===== config.mk =====
export PLATFORM = sky130hd
export DESIGN_NAME = rf_access_arbiter
export DESIGN_NICKNAME = d
export VERILOG_FILES = /design/src/rtl/rf_access_arbiter.sv
export SDC_FILE = /design/constraint.sdc
export NUM_CORES = 1
export LEC_CHECK = 0
export ABC_AREA = 0
export BUFFER_PORTS_ARGS = -buffer_cell sky130_fd_sc_hd__buf_2
export CAP_MARGIN = 20
export CORE_UTILIZATION = 40
export DETAILED_ROUTE_END_ITERATION = 8
export GPL_TIMING_DRIVEN = 0
export PLACE_DENSITY = 0.73
export SLEW_MARGIN = 20
export SYNTH_ARGS = -nofsm -noshare
export SYNTH_HDL_FRONTEND = slang
export SYNTH_SLANG_ARGS = --single-unit

===== constraint.sdc =====
create_clock -name clk -period 2.6 [get_ports clk]
set_input_delay 0.52 -clock clk [delete_from_list [all_inputs] [get_ports clk]]
set_output_delay 0.52 -clock clk [all_outputs]
set_load 0.1 [all_outputs]

===== src/rtl/rf_access_arbiter.sv =====
// rtl/rf_access_arbiter.sv - round-robin two-requester access controller for a small register file
module rf_access_arbiter #(
    parameter int ADDR_W = 2,
    parameter int DATA_W = 8
) (
    input  logic                  clk,
    input  logic                  rst_n,
    input  logic [1:0]            req,
    input  logic [1:0]            we,
    input  logic [2*ADDR_W-1:0]   addr,
    input  logic [2*DATA_W-1:0]   wdata,
    output logic [1:0]            gnt,
    output logic [1:0]            rvalid,
    output logic [DATA_W-1:0]     rdata,
    output logic                  rf_read_enable,
    output logic                  rf_write_enable,
    output logic [ADDR_W-1:0]     rf_r_address,
    output logic [ADDR_W-1:0]     rf_w_address,
    output logic [DATA_W-1:0]     rf_write_data,
    input  logic [DATA_W-1:0]     rf_read_data
);

    typedef enum logic [1:0] {IDLE, ACCESS, RESP} state_t;

    state_t              state_q;
    logic                last_q;
    logic                win_q;
    logic [1:0]          gnt_q;
    logic [1:0]          rvalid_q;
    logic [DATA_W-1:0]   rdata_q;
    logic                re_q;
    logic                we_q;
    logic [ADDR_W-1:0]   raddr_q;
    logic [ADDR_W-1:0]   waddr_q;
    logic [DATA_W-1:0]   wdata_q;

    logic                win_d;
    logic                sel_we;
    logic [ADDR_W-1:0]   sel_addr;
    logic [DATA_W-1:0]   sel_wdata;

    // On a tie the requester that did not win last time is served.
    always_comb begin
        win_d     = (req == 2'b11) ? ~last_q : req[1];
        sel_we    = win_d ? we[1] : we[0];
        sel_addr  = win_d ? addr[2*ADDR_W-1:ADDR_W] : addr[ADDR_W-1:0];
        sel_wdata = win_d ? wdata[2*DATA_W-1:DATA_W] : wdata[DATA_W-1:0];
    end

    always_ff @(posedge clk or negedge rst_n) begin
        if (!rst_n) begin
            state_q  <= IDLE;
            last_q   <= 1'b1;
            win_q    <= 1'b0;
            gnt_q    <= '0;
            rvalid_q <= '0;
            rdata_q  <= '0;
            re_q     <= 1'b0;
            we_q     <= 1'b0;
            raddr_q  <= '0;
            waddr_q  <= '0;
            wdata_q  <= '0;
        end else begin
            // Pulses and file controls default low; only the ACCESS entry raises them.
            gnt_q    <= '0;
            rvalid_q <= '0;
            re_q     <= 1'b0;
            we_q     <= 1'b0;
            raddr_q  <= '0;
            waddr_q  <= '0;
            wdata_q  <= '0;
            case (state_q)
                IDLE: begin
                    if (|req) begin
                        state_q <= ACCESS;
                        last_q  <= win_d;
                        win_q   <= win_d;
                        gnt_q   <= {win_d, ~win_d};
                        if (sel_we) begin
                            we_q    <= 1'b1;
                            waddr_q <= sel_addr;
                            wdata_q <= sel_wdata;
                        end else begin
                            re_q    <= 1'b1;
                            raddr_q <= sel_addr;
                        end
                    end
                end
                ACCESS: begin
                    if (re_q) begin
                        rdata_q  <= rf_read_data;
                        rvalid_q <= {win_q, ~win_q};
                        state_q  <= RESP;
                    end else begin
                        state_q  <= IDLE;
                    end
                end
                RESP: begin
                    state_q <= IDLE;
                end
                default: begin
                    state_q <= IDLE;
                end
            endcase
        end
    end

    assign gnt             = gnt_q;
    assign rvalid          = rvalid_q;
    assign rdata           = rdata_q;
    assign rf_read_enable  = re_q;
    assign rf_write_enable = we_q;
    assign rf_r_address    = raddr_q;
    assign rf_w_address    = waddr_q;
    assign rf_write_data   = wdata_q;

endmodule


Word level (Yosys, flattened, before mapping)

Index checks and enable logic that the tools add are counted.

Flip-flop bits (word level): 30
Input bits: 34
Output and inout bits: 26
Word-level logic and storage cells: 47

Eq/ne operators: 3
Multiplexer cells: 26
Bitwise gates (word level): 3
Reduce and logical (&&, ||, !) cells: 4

Operator list:

| cell               | number |
|---|---|
| $mux 8             | 4 |
| $mux 2             | 13 |
| $mux 1             | 8 |
| $pmux 2 s2         | 1 |
| $reduce_and 2->1   | 2 |
| $not 1->1          | 3 |
| $eq 2x1->1 const B | 1 |
| $eq 2x2->1 const B | 1 |
| $logic_not 2->1    | 1 |
| $ne 2x2->1 const B | 1 |
| $reduce_or 2->1    | 1 |

Logic depth before layout (Yosys ltp)

Gate-level depths: netlist of the first run.

Depth after elaboration: 6
Depth in mapped cells: 4
Mapped depth without buffers: 3

Worst setup path after synthesis of the first run

OpenSTA, ideal clock, no wires.

Path type: reg-to-reg
Start: reg re_q, in the netlist rf_read_enable
End: reg rdata_q[0], in the netlist rdata[0]
Setup time: 128 ps
Arrival: 1,530 ps
Required time: 2,472 ps
Path slack: 941 ps
Cell stages (with the launch flop): 4
Path buffers: 1
Clock period less this slack: 1,659 ps
Cells stage by stage: dfrtp_1 -> nand3b_1 -> buf_2 -> mux2_1

Word-level cells in the longest chain between the ends: 1

RTL lines:

| item                       | RTL line | source |
|---|---|---|
| start, declared            | 31       | `logic re_q;` |
| start signal, assigned     | 58       | `re_q <= 1'b0;` |
| start signal, assigned     | 67       | `re_q <= 1'b0;` |
| start signal, assigned     | 84       | `re_q <= 1'b1;` |
| $reduce_and 2->1 (no line) | -        |  |
| end signal, assigned       | 91       | `rdata_q <= rf_read_data;` |
| end, declared              | 30       | `logic [DATA_W-1:0] rdata_q;` |

Every way passes these cells.
A chain may end at the register's enable or synchronous reset.

Worst setup path in the final report of the first run

Start: reg re_q, in the netlist rf_read_enable
End: out rf_read_enable

RTL lines:

| item          | RTL line | source |
|---|---|---|
| end, declared | 15       | `output logic rf_read_enable,` |

No word-level cell between the ends.

==> results of run 1 <==
registers in the layout, indices dropped and copies added, names as in the netlist:
register / cells
rdata: 8
rf_write_data: 8
gnt: 2
rf_r_address: 2
rf_w_address: 2
rvalid: 2
state_q: 2
last_q: 1
rf_read_enable: 1
rf_write_enable: 1
win_q: 1
cell families (layout without fill, tap and decap cells):
| family | Yosys count | in the layout |
|---|---|---|
| compound gates | 18 | 18 |
| buf+inv | 6 | 73 |
| flops | 30 | 30 |
| mux | 9 | 9 |
| simple gates | 14 | 14 |
through the flow:
step                utilization (%)  hold WS (ns)  setup WS [ns]  instances  power (mW)
finish                         58.4         0.214          0.973        174        1.99
global route                   58.4         0.261          0.916        174        2.08
CTS                            58.4         0.223          0.941        174        2.01
detailed placement             56.5         0.442           1.14        166        1.76
global placement               56.5         0.440           1.18        166        1.73
floorplan                         -         0.224          0.941         77        1.56
synth_stat cells:
cell type and number:
sky130_fd_sc_hd__mux2i_1 1, sky130_fd_sc_hd__and3_2 1, sky130_fd_sc_hd__a21oi_1 3, sky130_fd_sc_hd__buf_2 2
sky130_fd_sc_hd__nand3b_1 3, sky130_fd_sc_hd__nor2_2 1, sky130_fd_sc_hd__a21boi_2 1, sky130_fd_sc_hd__o21ai_1 1
sky130_fd_sc_hd__and2_1 1, sky130_fd_sc_hd__a31oi_1 1, sky130_fd_sc_hd__a21o_1 1, sky130_fd_sc_hd__dfrtp_1 29
sky130_fd_sc_hd__nand2_1 1, sky130_fd_sc_hd__o2111a_1 1, sky130_fd_sc_hd__nor2_1 3, sky130_fd_sc_hd__or3b_1 2
sky130_fd_sc_hd__mux2_2 5, sky130_fd_sc_hd__mux2_1 3, sky130_fd_sc_hd__a22o_1 10, sky130_fd_sc_hd__nor2b_1 1
sky130_fd_sc_hd__inv_1 3, sky130_fd_sc_hd__and4_1 1, sky130_fd_sc_hd__dfstp_2 1, sky130_fd_sc_hd__buf_6 1
path summary, 6_finish.rpt:
| path | from | endpoint | slack, ns | cells after the start |
|---|---|---|---|---|
| max in group asynchronous | rst_n | rf_write_data[5] | 1.97 | 1 |
| max | rf_read_enable | rf_read_enable | 0.97 | 1 |
| min in group clk | req[0] | last_q | 0.41 | 2 |
| min | rst_n | rf_write_data[4] | 0.21 | 1 |
| max reg2reg | last_q | rf_write_data[2] | 1.25 | 4 |
| min reg2reg | win_q | rvalid[0] | 0.45 | 1 |
layout by cell type, fill, tap and decap left out, types with 2 or more instances in the layout:
cell | netlist | routed
sky130_fd_sc_hd__a21oi_1 | 3 | 3
sky130_fd_sc_hd__inv_1 | 3 | 3
sky130_fd_sc_hd__buf_2 | 2 | 61
sky130_fd_sc_hd__mux2_1 | 3 | 3
sky130_fd_sc_hd__nor2_1 | 3 | 3
sky130_fd_sc_hd__clkbuf_1 | 0 | 3
sky130_fd_sc_hd__or3b_1 | 2 | 2
sky130_fd_sc_hd__clkbuf_4 | 0 | 5
sky130_fd_sc_hd__nand3b_1 | 3 | 3
sky130_fd_sc_hd__mux2_2 | 5 | 5
sky130_fd_sc_hd__a22o_1 | 10 | 10
sky130_fd_sc_hd__dfrtp_1 | 29 | 29
cell type report:
class | count | area (um2)
fillers | 235 | 1070
flip-flops and latches | 30 | 752
multi-input cells | 41 | 334
repair buffers | 59 | 295
clock buffers | 8 | 48.8
well taps | 30 | 37.5
plain buffers | 3 | 21.3
inverters | 3 | 11.3
power groups by stage:
stage	sequential, mW	clock [mW]	combinational (mW)
6_report	0.651	0.252	1.09
5_1_grt	0.668	0.276	1.13
4_1_cts	0.654	0.263	1.09
3_5_place_dp	0.664	0	1.09
3_3_place_gp	0.653	0	1.08
2_1_floorplan	1.41	0	0.150
metal layers:
layer | share of wire, % | track usage, % | vias up | wire, um
li1 | - | - | 409 | -
met1 | 37 | 19.3 | 418 | 854
met2 | 56 | 30.7 | 26 | 1290
met3 | 4.6 | 5.83 | 8 | 107
met4 | 2.7 | 11.5 | 0 | 63
met5 | 0 | 0 | - | 0
==> metrics.yaml, run 1 <==
total_switching_power_mw: 1.11
worstSkewPairLatency_ns: 0.32
viasPerCell: 4.95
clock-skew-final_ns: 0.00916
pwr-share-comb_pct: 54.6
synth-simple-area-share_pct: 8.05
cts.clk_slew.worst_paths_ns: 0.09
net_count_final: 177
via_count_of_the_first_global_routing_pass: 809
firstDrtPassIters: 3
tritoncts_clock_tree: "done"
row_count: 18
synth_cell_types: 24
numClockSinks: 30
yosys-mux-area-fraction_pct: 8.95
die-width_um: 54.9
synth_sequential_area_ratio_pct: 67.2
slowest_stage: "sky130_fd_sc_hd__buf_2"
insertedDiodeCount: 0
clk_path_buf_depth: 2
timing.setup.tns_ns: 0
netlist_instances: 77
sw_frac_of_total_pct: 55.6
wl_per_cell_um: 13.3
power_frac_clock_pct: 12.7
cpLargestDelayFamily: "buffers and inverters"
ys_warn_count: 0
worst_path_required_time_ns: 2.08
die_area_um2: 3010
end_kind: "primary output"
rsz0062_at_grt: "false"
detailed_place.area_um2: 1450
series_of_cell_instances_along_the_critical_path: "buf_2"
grt_util_all_layers_pct: 18.2
antenna_found_initial: 0
h-tree-depth: 2
fp.coreArea_um2: 2570
ys_ff_latch: 30
cts_inserted_buffers: 5
cp.arrival_ns: 1.11
grt-ovfl-total: 0
post-synth-top-area-fraction_pct: 64.9
grt_pass1_wl_um: 3520
hold_path.class: "in -> async"
fin_area_um2: 1500
synth-compound-area-share_pct: 12.9
ant_nets: 0
finalCriticalPeriod_ns: 1.63
timing.final.max_slew_violations: 0
worstPathBufferInverterCount: 1
pin_count_of_the_biggest_net_entering_global_routing: 31
adder_and_majority_gate_portion_of_the_synthesized_area_pct: 0
cpPeakStageDelay_ns: 0.43
io_buffers: 59
hold_violations: 0
routed_wire_length_um: 2320
setup.worst_path.start_class: "flop"
ioPinCount: 60
synth_top_family_by_area: "compound AO/OA/AOI/OAI gates"
dp_hpwl_um: 1780
power_density_relative_to_cell_area_nw_per_um2: 1330
critPathMaxFanout: 2
setup_viol: 0
relSlewSlack_pct: 57.7
avgSynthCellArea_um2: 14.5
initial_core_utilization_pct: 43.6
drt_drc_violations_left: 0
syn_nets: 111
leakage_nw: 0.830
fin_crit_share_pct: 62.6
status: "finished, final reports clean"
power_frac_seq_pct: 32.7
peakVddDrop_mv: 1.25
yosysTopAreaCell: "sky130_fd_sc_hd__dfrtp_1"
dr_total_vias: 861
cts_root_buffer: "sky130_fd_sc_hd__clkbuf_4"
post-cts-setup-buffer-count: 0
syn-cell-area_um2: 1120
routabilityCongestion: 0.735
timing_worst_setup_path_type: "reg -> out"
biggest_area_contributors_in_the_synthesized_netlist: "sky130_fd_sc_hd__dfrtp_1 (65%), sky130_fd_sc_hd__a22o_1 (7.8%), sky130_fd_sc_hd__mux2_2 (5.0%)"
cts-resized-gates: 0
drv.max_cap_violation_count: 0
timing_worst_slew_pin_value_ns: 0.635
syn_to_final_growth_pct: 34.1
post_route_cells_drive_above_1_share_pct: 52.8
cts_hold_buffers: 0
synth_xor_area_share_pct: 0
cell_internal_pwr_mw: 0.884
die_height_um: 54.9
drt-initial-drc-count: 5
clock.fmax_ghz: 0.615
(Power assumes the default switching activity.)
==> inputs of run 2 (changes only) <==
==> constraint.sdc (replaced) <==
create_clock -name clk -period 1.58 [get_ports clk]
set_input_delay 0.316 -clock clk [delete_from_list [all_inputs] [get_ports clk]]
set_output_delay 0.316 -clock clk [all_outputs]
set_load 0.1 [all_outputs]
==> metrics.yaml, run 2 (synthesized netlist as in run 1, its figures left out) <==
status: "finished, final reports clean"  # unchanged
post-cts-setup-buffer-count: 0  # unchanged
tritoncts_clock_tree: "done"  # unchanged
numClockSinks: 30  # unchanged
firstDrtPassIters: 2  # was 3
cts_root_buffer: "sky130_fd_sc_hd__clkbuf_4"  # unchanged
syn_to_final_growth_pct: 33.9  # was 34.1%
dp_hpwl_um: 1740  # was 1780 um
timing_worst_setup_path_type: "reg -> out"  # unchanged
clock.fmax_ghz: 0.705
cts_inserted_buffers: 5  # unchanged
timing_worst_slew_pin_value_ns: 0.621  # was 0.635 ns
final_core_util_pct: 58.3  # was 58.4%
h-tree-depth: 2  # unchanged
ant_nets: 0  # unchanged
post_route_cells_drive_above_1_share_pct: 53.8  # was 52.8%
worst_setup_margin_ns: 0.162  # was 0.973 ns
cpPeakStageDelay_ns: 0.42  # was 0.43 ns
worstSkewPairLatency_ns: 0.32  # about the same
pin_count_of_the_biggest_net_entering_global_routing: 31  # unchanged
peakVddDrop_mv: 1.56  # was 1.25 mV
timing.final.max_slew_violations: 0  # unchanged
rsz0062_at_grt: "false"  # unchanged
cpLargestDelayFamily: "buffers and inverters"  # unchanged
insertedDiodeCount: 0  # unchanged
hold_violations: 0  # unchanged
hold_path.class: "in -> async"  # unchanged
die_area_um2: 3010  # unchanged
end_kind: "primary output"  # unchanged
grt-ovfl-total: 0  # unchanged
mostFrequentLayoutCells: "sky130_fd_sc_hd__buf_2 (61), sky130_fd_sc_hd__dfrtp_1 (28), sky130_fd_sc_hd__a22o_1 (10)"  # was sky130_fd_sc_hd__buf_2 (61), sky130_fd_sc_hd__dfrtp_1 (29), sky130_fd_sc_hd__a22o_1 (10)
cts-resized-gates: 0  # unchanged
drt_drc_violations_left: 0  # unchanged
net_count_final: 177  # unchanged
setup_viol: 0  # unchanged
timing.setup.tns_ns: 0  # unchanged
leakage_nw: 0.828  # was 0.830 nW
holdWs_ns: 0.0107  # was 0.214 ns
wl_per_cell_um: 13.0  # was 13.3 um
final_common_cell: "sky130_fd_sc_hd__buf_2"  # unchanged
row_count: 18  # unchanged
worstPathBufferInverterCount: 1  # unchanged
cp.arrival_ns: 1.10  # was 1.11 ns
critPathMaxFanout: 2  # unchanged
drt-initial-drc-count: 3  # was 5
slowest_stage: "sky130_fd_sc_hd__buf_2"  # unchanged
antenna_found_initial: 0  # unchanged
routabilityCongestion: 0.702  # was 0.735
fin_crit_share_pct: 89.7
grt_pass1_wl_um: 3620  # was 3520 um
relSlewSlack_pct: 58.6  # was 57.7%
place_ws_ns: 0.259  # was 1.14 ns
cts_hold_buffers: 0  # unchanged
finalCriticalPeriod_ns: 1.42
cts.clk_slew.worst_paths_ns: 0.08  # was 0.09 ns
io_buffers: 59  # unchanged
die-width_um: 54.9  # unchanged
clk_path_buf_depth: 2  # unchanged
drv.max_cap_violation_count: 0  # unchanged
power_density_relative_to_cell_area_nw_per_um2: 2170  # was 1330 nW/um2
fp.coreArea_um2: 2570  # unchanged
setup.worst_path.start_class: "flop"  # unchanged
initial_core_utilization_pct: 43.6  # unchanged
routed_wire_length_um: 2240  # was 2320 um
clock-skew-final_ns: 0.00697  # was 0.00916 ns
grt_util_all_layers_pct: 18.3  # was 18.2%
dr_total_vias: 868  # was 861
series_of_cell_instances_along_the_critical_path: "buf_2"  # unchanged
design_power_total_mw: 3.25  # was 1.99 mW
die_height_um: 54.9  # unchanged
ioPinCount: 60  # unchanged
viasPerCell: 5.02  # was 4.95
via_count_of_the_first_global_routing_pass: 874  # was 809
worst_path_required_time_ns: 1.26  # was 2.08 ns
run 2: changes by cell type in the layout (fill, tap and decap cells not counted):
cell,before,now
sky130_fd_sc_hd__clkbuf_1,3,2
sky130_fd_sc_hd__dfrtp_1,29,28
sky130_fd_sc_hd__dfrtp_2,0,1
run 2: report_power, final:
| part | leakage [nW] | switching [mW] | internal, mW |
|---|---|---|---|
| clock network | 0.0254 | 0.230 | 0.167 |
| registers | 0.383 | 0.0939 | 0.979 |
| logic | 0.419 | 1.48 | 0.299 |
run 2: per-stage QoR:
step	cell area (um2)	cells
2_1_floorplan	1120	77
3_3_place_gp	1450	166
3_5_place_dp	1450	166
4_1_cts	1500	173
5_1_grt	1500	173
6_report	1500	173
run 2: worst paths after layout:
check                      cells after the start          endpoint  slack, ns       startpoint
max                                            1    rf_read_enable       0.16   rf_read_enable
min                                            1  rf_write_data[2]       0.01            rst_n
max reg2reg                                    4   rf_w_address[1]       0.26           last_q
min reg2reg                                    1         rvalid[0]       0.45            win_q
max in group asynchronous                      1    rf_read_enable       1.13            rst_n
min in group clk                               2          rdata[6]       0.21  rf_read_data[6]
run 2: area by class of cell:
class	instances	area [um2]
flip-flops and latches	30	753
inverters	3	11.3
multi-input cells	41	334
clock buffers	7	45.0
fillers	236	1070
repair buffers	59	295
well taps	30	37.5
plain buffers	3	21.3
run 2: per-layer routing:
metal  track usage [%]  part of all wire (%)  vias to the layer above
li1                  -                     -                      405
met1              18.3                    39                      433
met2              30.9                    54                       25
met3              5.28                   4.5                        5
met4              15.0                   2.1                        0
met5                 0                     0                        -
==> inputs of run 3 (changes only) <==
--- a/config.mk
+++ b/config.mk
@@ -9,9 +9,11 @@
 export BUFFER_PORTS_ARGS = -buffer_cell sky130_fd_sc_hd__buf_2
 export CAP_MARGIN = 20
 export CORE_UTILIZATION = 40
+export CTS_BUF_LIST = sky130_fd_sc_hd__clkbuf_2
+export CTS_CLUSTER_SIZE = 10
 export DETAILED_ROUTE_END_ITERATION = 8
 export GPL_TIMING_DRIVEN = 0
-export PLACE_DENSITY = 0.73
+export PLACE_DENSITY = 0.72
 export SLEW_MARGIN = 20
 export SYNTH_ARGS = -nofsm -noshare
 export SYNTH_HDL_FRONTEND = slang
==> metrics.yaml, run 3 (synthesized netlist as in run 1, its figures left out) <==
status: "finished, final reports clean"  # unchanged
cpPeakStageDelay_ns: 0.42  # about the same
fp.coreArea_um2: 2570  # unchanged
pin_count_of_the_biggest_net_entering_global_routing: 31  # unchanged
clock-skew-final_ns: 0.0126  # was 0.00697 ns
die_height_um: 54.9  # unchanged
cts_inserted_buffers: 5  # unchanged
timing_worst_setup_path_type: "reg -> out"  # unchanged
setup_viol: 0  # unchanged
finalCriticalPeriod_ns: 1.48  # was 1.42 ns
cts_root_buffer: "sky130_fd_sc_hd__clkbuf_2"  # was sky130_fd_sc_hd__clkbuf_4
end_kind: "primary output"  # unchanged
timing.setup.tns_ns: 0  # unchanged
power_density_relative_to_cell_area_nw_per_um2: 2140  # was 2170 nW/um2
mostFrequentLayoutCells: "sky130_fd_sc_hd__buf_2 (61), sky130_fd_sc_hd__dfrtp_1 (28), sky130_fd_sc_hd__a22o_1 (10)"  # unchanged
via_count_of_the_first_global_routing_pass: 843  # was 874
antenna_found_initial: 0  # unchanged
layout.cells.non_filler: 175  # was 173
peakVddDrop_mv: 1.90  # was 1.56 mV
relSlewSlack_pct: 57.7  # was 58.6%
series_of_cell_instances_along_the_critical_path: "buf_2"  # unchanged
dr_total_vias: 845  # was 868
ioPinCount: 60  # unchanged
worstPathBufferInverterCount: 1  # unchanged
die_area_um2: 3010  # unchanged
nFillCells: 220  # was 236
net_count_final: 178  # was 177
final_common_cell: "sky130_fd_sc_hd__buf_2"  # unchanged
routabilityCongestion: 0.726  # was 0.702
cpLargestDelayFamily: "buffers and inverters"  # unchanged
drv.max_cap_violation_count: 0  # unchanged
grt_util_all_layers_pct: 18.3  # about the same
cts.clk_slew.worst_paths_ns: 0.15  # was 0.08 ns
final_core_util_pct: 58.5  # was 58.3%
grt-ovfl-total: 0  # unchanged
clk_path_buf_depth: 2  # unchanged
numClockSinks: 30  # unchanged
setup.worst_path.start_class: "flop"  # unchanged
critPathMaxFanout: 2  # unchanged
worstSkewPairLatency_ns: 0.35  # was 0.32 ns
firstDrtPassIters: 4  # was 2
post_route_cells_drive_above_1_share_pct: 54.5  # was 53.8%
die-width_um: 54.9  # unchanged
row_count: 18  # unchanged
worst_path_required_time_ns: 1.26  # about the same
routed_wire_length_um: 2240  # about the same
initial_core_utilization_pct: 43.6  # unchanged
h-tree-depth: 2  # unchanged
hold_path.class: "in -> reg"  # was in -> async
post-cts-setup-buffer-count: 0  # unchanged
timing.final.max_slew_violations: 0  # unchanged
fin_crit_share_pct: 93.5  # was 89.7%
rsz0062_at_grt: "false"  # unchanged
post-place-cells: 166  # unchanged
slowest_stage: "sky130_fd_sc_hd__buf_2"  # unchanged
drt-initial-drc-count: 3  # unchanged
grt_pass1_wl_um: 3530  # was 3620 um
viasPerCell: 4.83  # was 5.02
ant_nets: 0  # unchanged
hold_violations: 0  # unchanged
syn_to_final_growth_pct: 34.2  # was 33.9%
io_buffers: 59  # unchanged
dp_hpwl_um: 1680  # was 1740 um
timing_worst_slew_pin_value_ns: 0.635  # was 0.621 ns
wl_per_cell_um: 12.8  # was 13.0 um
tritoncts_clock_tree: "done"  # unchanged
cts-resized-gates: 0  # unchanged
clock.fmax_ghz: 0.677  # was 0.705 GHz
drt_drc_violations_left: 0  # unchanged
leakage_nw: 0.837  # was 0.828 nW
cp.arrival_ns: 1.16  # was 1.10 ns
insertedDiodeCount: 0  # unchanged
==> run 3: changes by cell type in the layout (fill, tap and decap cells not counted) <==
| cell | change |
|---|---|
| sky130_fd_sc_hd__clkbuf_2 | +6 |
| sky130_fd_sc_hd__clkbuf_4 | -5 |
| sky130_fd_sc_hd__clkbuf_1 | -2 |
| sky130_fd_sc_hd__clkinv_1 | +1 |
| sky130_fd_sc_hd__clkinv_2 | +1 |
| sky130_fd_sc_hd__dlygate4sd3_1 | +1 |
==> run 3: worst paths after layout <==
kind,slack (ns),depth (start not counted),start,end
min reg2reg,0.46,1,win_q,rvalid[0]
max reg2reg,0.22,4,last_q,rf_write_data[5]
max,0.10,1,rf_read_enable,rf_read_enable
min,0.15,2,req[0],last_q
min in group asynchronous,0.50,2,rst_n,rdata[3]
max in group asynchronous,0.65,2,rst_n,rf_read_enable
==> run 3: timing repair <==
| action | 4_1_cts | 5_1_grt |
|---|---|---|
| setup endpoints to repair | 0 | 0 |
| hold buffers | 1 | 0 |
| hold endpoints to repair | 29 | 0 |
==> run 3: stage by stage <==
stage          hold slack, ns  cell area, um2  total power, mW  worst slack [ns]
4_1_cts                 0.131            1500             3.24            0.0697
3_5_place_dp            0.381            1450             2.88             0.247
3_3_place_gp            0.366            1450             2.85             0.281
2_1_floorplan          0.0204            1120             2.57             0.168
6_report                0.155            1500             3.21             0.102
5_1_grt                 0.139            1500             3.37            0.0271
==> run 3: layout make-up <==
cell class	count	area [um2]	area share, %
Sequential cell	30	753	50.2
Multi-Input combinational cell	41	334	22.2
Clock inverter	2	8.76	0.583
Tap cell	30	37.5	2.50
Inverter	3	11.3	0.750
Timing Repair Buffer	60	305	20.3
Clock buffer	6	30.0	2.00
Buffer	3	21.3	1.42
==> run 3: power by group <==
group,internal [mW],switching (mW),total (mW)
combinational,0.301,1.48,1.78
sequential,0.977,0.0894,1.07
clock,0.109,0.251,0.360
total,1.39,1.82,3.21
==> run 3: layer usage <==
layer / wire length (um) / up-vias / global-route usage (%)
met3: 162 / 8 / 5.83
met5: 0 / - / 0
li1: - / 411 / -
met1: 881 / 388 / 17.3
met2: 1150 / 38 / 32.1
met4: 45 / 0 / 14.1
